### src/rtl/weight_feeder_if.sv
// Load/serve bundle between the host, the weight feeder and its MAC.
// The feeder uses the slave modport; the host/MAC side uses master.
interface weight_feeder_if #(
    parameter int DATA_SIZE = 8,
    parameter int PTR_W     = 4
);
    logic                 load_valid;
    logic                 load_ready;
    logic [DATA_SIZE-1:0] load_data;
    logic                 recirc;
    logic                 win_request;
    logic [DATA_SIZE-1:0] win;
    logic                 win_valid;
    logic [PTR_W:0]       count;
    logic                 underflow;
    logic                 clear_err;

    modport slave (
        input  load_valid, load_data, recirc, win_request, clear_err,
        output load_ready, win, win_valid, count, underflow
    );

    modport master (
        output load_valid, load_data, recirc, win_request, clear_err,
        input  load_ready, win, win_valid, count, underflow
    );
endinterface

### src/rtl/weight_feeder.sv
// Weight FIFO feeding one MAC: host pushes through a valid/ready port, each
// win_request pops one weight (visible next cycle), optional tail recirculation.
module weight_feeder #(
    parameter int DATA_SIZE = 8,
    parameter int DEPTH     = 16,
    parameter int PTR_W     = 4
) (
    input  logic            clock,
    input  logic            reset,
    weight_feeder_if.slave  bus
);
    localparam logic [PTR_W:0] ZERO_COUNT = {(PTR_W+1){1'b0}};
    localparam logic [PTR_W:0] ONE_COUNT  = {{PTR_W{1'b0}}, 1'b1};
    localparam logic [PTR_W:0] FULL_COUNT = (PTR_W+1)'(DEPTH);
    localparam logic [PTR_W-1:0] ONE_PTR  = {{(PTR_W-1){1'b0}}, 1'b1};

    logic [DATA_SIZE-1:0] r_mem [DEPTH];
    logic [PTR_W-1:0]     r_rd_ptr;
    logic [PTR_W-1:0]     r_wr_ptr;
    logic [PTR_W:0]       r_count;
    logic [DATA_SIZE-1:0] r_win;
    logic                 r_win_valid;
    logic                 r_underflow;

    logic                 w_load_ready;
    logic                 w_push;
    logic                 w_pop;
    logic                 w_dec;
    logic                 w_empty_req;
    logic                 w_wr_en;
    logic [DATA_SIZE-1:0] w_wr_data;
    logic [PTR_W:0]       w_count_next;

    // Handshake qualification, write-port selection and next occupancy.
    always_comb begin
        w_load_ready = (r_count < FULL_COUNT) && !bus.recirc;
        w_push       = bus.load_valid && w_load_ready;
        w_pop        = bus.win_request && (r_count != ZERO_COUNT);
        w_empty_req  = bus.win_request && (r_count == ZERO_COUNT);
        // A recirculating pop refills its own slot, so occupancy only drops without recirc.
        w_dec        = w_pop && !bus.recirc;
        w_wr_en      = w_push || (w_pop && bus.recirc);
        if (w_push) begin
            w_wr_data = bus.load_data;
        end else begin
            w_wr_data = r_mem[r_rd_ptr];
        end
        case ({w_push, w_dec})
            2'b10:   w_count_next = r_count + ONE_COUNT;
            2'b01:   w_count_next = r_count - ONE_COUNT;
            default: w_count_next = r_count;
        endcase
    end

    // Storage array; contents are don't-care after reset and never shown unpopped.
    always_ff @(posedge clock) begin
        if (w_wr_en) begin
            r_mem[r_wr_ptr] <= w_wr_data;
        end
    end

    // Pointers, occupancy, served weight and sticky underflow flag.
    always_ff @(posedge clock or posedge reset) begin
        if (reset) begin
            r_rd_ptr    <= {PTR_W{1'b0}};
            r_wr_ptr    <= {PTR_W{1'b0}};
            r_count     <= ZERO_COUNT;
            r_win       <= {DATA_SIZE{1'b0}};
            r_win_valid <= 1'b0;
            r_underflow <= 1'b0;
        end else begin
            r_count     <= w_count_next;
            r_win_valid <= w_pop;
            if (w_pop) begin
                r_win    <= r_mem[r_rd_ptr];
                r_rd_ptr <= r_rd_ptr + ONE_PTR;
            end
            if (w_wr_en) begin
                r_wr_ptr <= r_wr_ptr + ONE_PTR;
            end
            if (w_empty_req) begin
                r_underflow <= 1'b1;
            end else if (bus.clear_err) begin
                r_underflow <= 1'b0;
            end
        end
    end

    assign bus.load_ready = w_load_ready;
    assign bus.win        = r_win;
    assign bus.win_valid  = r_win_valid;
    assign bus.count      = r_count;
    assign bus.underflow  = r_underflow;
endmodule
### src/flat_wrapper.sv
// flat-port wrapper written by rule: the top's interface ports become plain ports
module weight_feeder_flat 
#(
    parameter int DATA_SIZE = 8,
    parameter int DEPTH     = 16,
    parameter int PTR_W     = 4
)
  (clock, reset, bus_load_valid, bus_load_data, bus_recirc, bus_win_request, bus_clear_err, bus_load_ready, bus_win, bus_win_valid, bus_count, bus_underflow);
  weight_feeder_if #(.DATA_SIZE(DATA_SIZE), .PTR_W(PTR_W)) bus_i ();
  input  logic clock;
  input  logic reset;
  input wire logic [$bits(bus_i.load_valid)-1:0] bus_load_valid;
  input wire logic [$bits(bus_i.load_data)-1:0] bus_load_data;
  input wire logic [$bits(bus_i.recirc)-1:0] bus_recirc;
  input wire logic [$bits(bus_i.win_request)-1:0] bus_win_request;
  input wire logic [$bits(bus_i.clear_err)-1:0] bus_clear_err;
  output wire logic [$bits(bus_i.load_ready)-1:0] bus_load_ready;
  output wire logic [$bits(bus_i.win)-1:0] bus_win;
  output wire logic [$bits(bus_i.win_valid)-1:0] bus_win_valid;
  output wire logic [$bits(bus_i.count)-1:0] bus_count;
  output wire logic [$bits(bus_i.underflow)-1:0] bus_underflow;
  assign bus_i.load_valid = bus_load_valid;
  assign bus_i.load_data = bus_load_data;
  assign bus_i.recirc = bus_recirc;
  assign bus_i.win_request = bus_win_request;
  assign bus_i.clear_err = bus_clear_err;
  assign bus_load_ready = bus_i.load_ready;
  assign bus_win = bus_i.win;
  assign bus_win_valid = bus_i.win_valid;
  assign bus_count = bus_i.count;
  assign bus_underflow = bus_i.underflow;
  weight_feeder #(.DATA_SIZE(DATA_SIZE), .DEPTH(DEPTH), .PTR_W(PTR_W)) u_core (.clock(clock), .reset(reset), .bus(bus_i));
endmodule
### config.mk
export PLATFORM = sky130hd
export DESIGN_NAME = weight_feeder_flat
export DESIGN_NICKNAME = d
export VERILOG_FILES = /design/src/rtl/weight_feeder_if.sv /design/src/rtl/weight_feeder.sv /design/src/flat_wrapper.sv
export SDC_FILE = /design/constraint.sdc
export NUM_CORES = 1
export LEC_CHECK = 0
export ABC_CLOCK_PERIOD_IN_PS = 3900
export BUFFER_PORTS_ARGS = -buffer_cell sky130_fd_sc_hd__buf_4
export CORE_MARGIN = 5
export CORE_UTILIZATION = 45
export CTS_CLUSTER_DIAMETER = 50
export DETAILED_ROUTE_END_ITERATION = 6
export PLACE_DENSITY = 0.62
export SYNTH_ARGS = -nofsm -noshare
export SYNTH_HDL_FRONTEND = slang
export SYNTH_SLANG_ARGS = --single-unit
### constraint.sdc
create_clock -name clock -period 3.9 [get_ports clock]
set_input_delay 0.78 -clock clock [delete_from_list [all_inputs] [get_ports clock]]
set_output_delay 0.78 -clock clock [all_outputs]
set_load 0.05 [all_outputs]
==> metrics.md <==
| Metric | Value |
|---|---|
| Number of placement rows | `43` |
| Global Route Usage Sum | `0.156` |
| Die Span X | `129 um` |
| Area share of fa/ha/maj cells after synthesis | `0.0177` |
| Measured slew at the worst slew-check pin | `1.10 ns` |
| Vias in the first global route | `~3200` |
| Starting Density | `0.459` |
| Classification of the worst-slack hold path | `reg2reg` |
| Required time at the endpoint of the critical path | `between 3 and 4 ns` |
| FMAX | `0.346 GHz` |
| Number of placed instances with taps included | `roughly 550` |
| Clock slew at reported path FFs | `0.06 ns` |
| Post-Syn Nets | `370` |
| Routed vias | `3123` |
| Worst-path fanout max | `18` |
| Via density per instance | `between 5 and 6` |
| Max-slew violation count | `0` |
| H-tree depth reported by CTS | `4` |
| Synthesized instance count | `347` |
| Unrepaired setup endpoints after global routing | `false` |
| Area fraction in compound gates after synthesis | `0.0312` |
| Post-place instance area | `6830 um2` |
| DRC violations left | `0` |
| Clock root buffer | `sky130_fd_sc_hd__clkbuf_16` |
| Post-route cell area | `7460 um2` |
| Antenna violations before repair | `0` |
| Largest clock skew in the final design | `0.00605 ns` |
| Count of unique library cells instantiated by Yosys | `43` |
| Setup_tns | `0 ns` |
| Area occupied by registers | `4420 um2` |
| Post-synthesis instance area | `6380 um2` |
| Post_cts resized | `0` |
| Simple-gate share of the synthesized area | `0.0483` |
| Die outline height | `129 um` |
| Critical path endpoint category | `register` |
| IO Port Bufs | `29` |
| Overall routed net length | `roughly 12 mm` |
| Total area of multi-input combinational cells | `approximately 1800 um2` |
| Mapped Avg Cell Area | `around 18 um2` |
| Clock tree from TritonCTS | `built` |
| Hold-fix buffers, CTS | `0` |
| Total I/O pin count | `30` |
| Hold Vio Cnt, Final | `0` |
| Final antenna-violating net count | `0` |
| Placer's final routability congestion estimate | `0.829` |
| Dominant combinational cell family by area after synthesis | `multiplexers` |
| Internal Dissipation | `4.44 mW` |
| Relative contribution of combinational cells to total power | `0.319` |
| Wire length of the first global-routing pass | `18.8 mm` |
| Synthesis-stage register bit count | `151` |
| Register area share after synthesis | `0.693` |
| Worst Setup Path Type | `reg2reg` |
| Final Critical Period | `2.89 ns` |
| Top-area cell type share of the netlist area | `0.603` |
| Top post-synthesis cells by area | `sky130_fd_sc_hd__edfxtp_1 60%, sky130_fd_sc_hd__dfrtp_1 9.0%, sky130_fd_sc_hd__mux4_1 8.7%` |
| Antenna diode instance count | `0` |
| Most common cell after layout, fill and taps aside | `sky130_fd_sc_hd__edfxtp_1` |
| Count of synthesis-stage warnings from yosys | `0` |
| Crit path capture | `u_core.r_mem[12][2]$_DFFE_PP_` |
| Max-slew headroom | `0.261` |
| Leading area contributor after synthesis | `sky130_fd_sc_hd__edfxtp_1` |
| Final setup violation count | `0` |
| Gr ovfl total | `0` |
| Static Leakage | `about 2.7 nW` |
| Period utilization | `0.742` |
| Status | `completed` |
| Worst setup slack for register-to-register paths | `just over 1 ns` |
| Net switching power | `2.18 mW` |
| Average detailed-routed wire length per instance | `20.7 um` |
| Half-perimeter wire length after detailed placement | `about 8.0 mm` |
| Fill cell count | `around 1100` |
| Pin count of the biggest net entering global routing | `24` |
| Capturing point of the worst reg2reg path | `u_core.r_mem[12][2]$_DFFE_PP_` |
| Signal arrival time at the worst endpoint | `2.95 ns` |
| Synthesis-to-layout area growth | `17.1%` |
| Max-cap violations | `0` |
| Final instance count without filler cells | `586` |
| Flop pwr share | `0.418` |
| PwrDens | `887 nW/um2` |
| Fraction of power spent switching nets | `0.329` |
| Worst reg2reg startpoint | `u_core.r_rd_ptr[3]$_DFFE_PP0N_` |
| Fraction of final layout cells sized beyond drive strength 1 | `0.249` |
| Cell count of the worst reg-to-reg path | `5` |
| Multiplexer share of the synthesized area | `0.167` |
| Clock share of power | `0.264` |
| Detailed-routing iteration count for the pre-antenna-repair pass | `4` |
| IR Drop Worst-Case VDD | `0.000375 V` |
| Origin of the worst min-delay path | `u_core.bus.win[1]$_DFFE_PP0N_` |
| Commonest cells after routing, fill and taps aside | `128 x sky130_fd_sc_hd__edfxtp_1, 44 x sky130_fd_sc_hd__buf_4, 24 x sky130_fd_sc_hd__nand2_1` |
| Initial detailed-routing violation count | `209` |
| Xor/xnor cell area share of the yosys netlist | `0.0151` |
| Die area | `16700 um2` |
| Total CTS buffers | `17` |
| Core outline area | `13900 um2` |
| Clock network latency to the later pin of the worst-skew pair | `0.42 ns` |
| Setup Fix Bufs, Post-CTS | `0` |
| Critical path launch point | `u_core.r_rd_ptr[3]$_DFFE_PP0N_` |
| Max Root-Sink Buffers | `2` |
| CP Launch Type | `register` |
| CTS Sinks | `151` |
| Nets | `416` |
## metrics by stage
step                      setup WS [ns]  utilization  hold slack [ns]  total power [mW]
after global placement             1.07        0.492            0.471              4.89
after floorplan                   0.733            -            0.532              4.25
final                              1.01        0.538            0.489              6.62
after detailed placement          0.969        0.492            0.481              4.94
after CTS                         0.926        0.538            0.493              6.69
after global routing              0.731        0.538            0.513              6.95
## per-layer routing
metal  GRT usage  wire [um]
met2       0.252       6010
met1       0.209       5490
met5           0          0
met4      0.0463         97
met3      0.0433        515
## Yosys cell counts (all sizes together)
master,n
mux2i,16
nor3,5
buf,14
nor3b,3
mux2,9
or2,1
o211ai,1
o211a,1
a21o,1
a31oi,1
nand3b,1
xor2,3
edfxtp,128
xnor2,8
dfrtp,23
o31ai,1
inv,11
mux4,32
o21ai,19
ha,9
nand2,24
o41ai,1
a21oi,3
nand3,2
and3b,2
nor2,9
nor2b,1
nand2b,1
a311oi,1
and2,8
clkbuf,4
o311ai,1
nand4,2
a22o,1
## kinds of logic after synthesis
group | Yosys count
xor gates and xnor gates | 11
DFF | 151
AOI/OAI and AO/OA | 31
adders and majority gates | 9
and+or+nand+nor | 59
buffers and inverters | 29
muxes | 57
## power by group through the flow
stage | Clock [mW] | Combinational, mW | Sequential, mW
final | 1.75 | 2.11 | 2.77
after global routing | 1.85 | 2.28 | 2.81
after CTS | 1.77 | 2.15 | 2.77
after detailed placement | 0 | 2.13 | 2.80
after global placement | 0 | 2.10 | 2.78
after floorplan | 0 | 1.41 | 2.84
## flip-flops by register name, indices dropped and copies added, names as in the netlist
name,count
u_core.bus.win,8
u_core.bus.count,5
u_core.r_rd_ptr,4
u_core.bus.underflow,1
u_core.r_wr_ptr,4
u_core.bus.win_valid,1
u_core.r_mem,128
## worst min path at each step
stage | to | slack [ns] | depth (start not counted)
4_1_cts | u_core.bus.win[1]$_DFFE_PP0N_ | 0.49 | 2
6_report | u_core.bus.win[1]$_DFFE_PP0N_ | 0.49 | 2
3_3_place_gp | u_core.bus.win[1]$_DFFE_PP0N_ | 0.47 | 2
5_1_grt | u_core.bus.win[1]$_DFFE_PP0N_ | 0.51 | 2
3_5_place_dp | u_core.bus.win[1]$_DFFE_PP0N_ | 0.48 | 2
2_1_floorplan | u_core.r_wr_ptr[2]$_DFFE_PP0P_ | 0.53 | 1
## cell type report
class	instances	share of cell area
tap	180	0.0302
timing repair buffer	45	0.0469
inverter	11	0.00553
clock buffer	19	0.0580
clock inverter	13	0.0272
multi-input combinational	167	0.240
sequential	151	0.592
## critical path: stages, from the launching register on
cell and delay (ns):
sky130_fd_sc_hd__dfrtp_1 0.84, sky130_fd_sc_hd__buf_12 0.26, sky130_fd_sc_hd__mux4_1 0.19, sky130_fd_sc_hd__mux2i_1 0.07
sky130_fd_sc_hd__mux2_2 0.31, sky130_fd_sc_hd__o21ai_1 0.85
(Power assumes the default switching activity.)
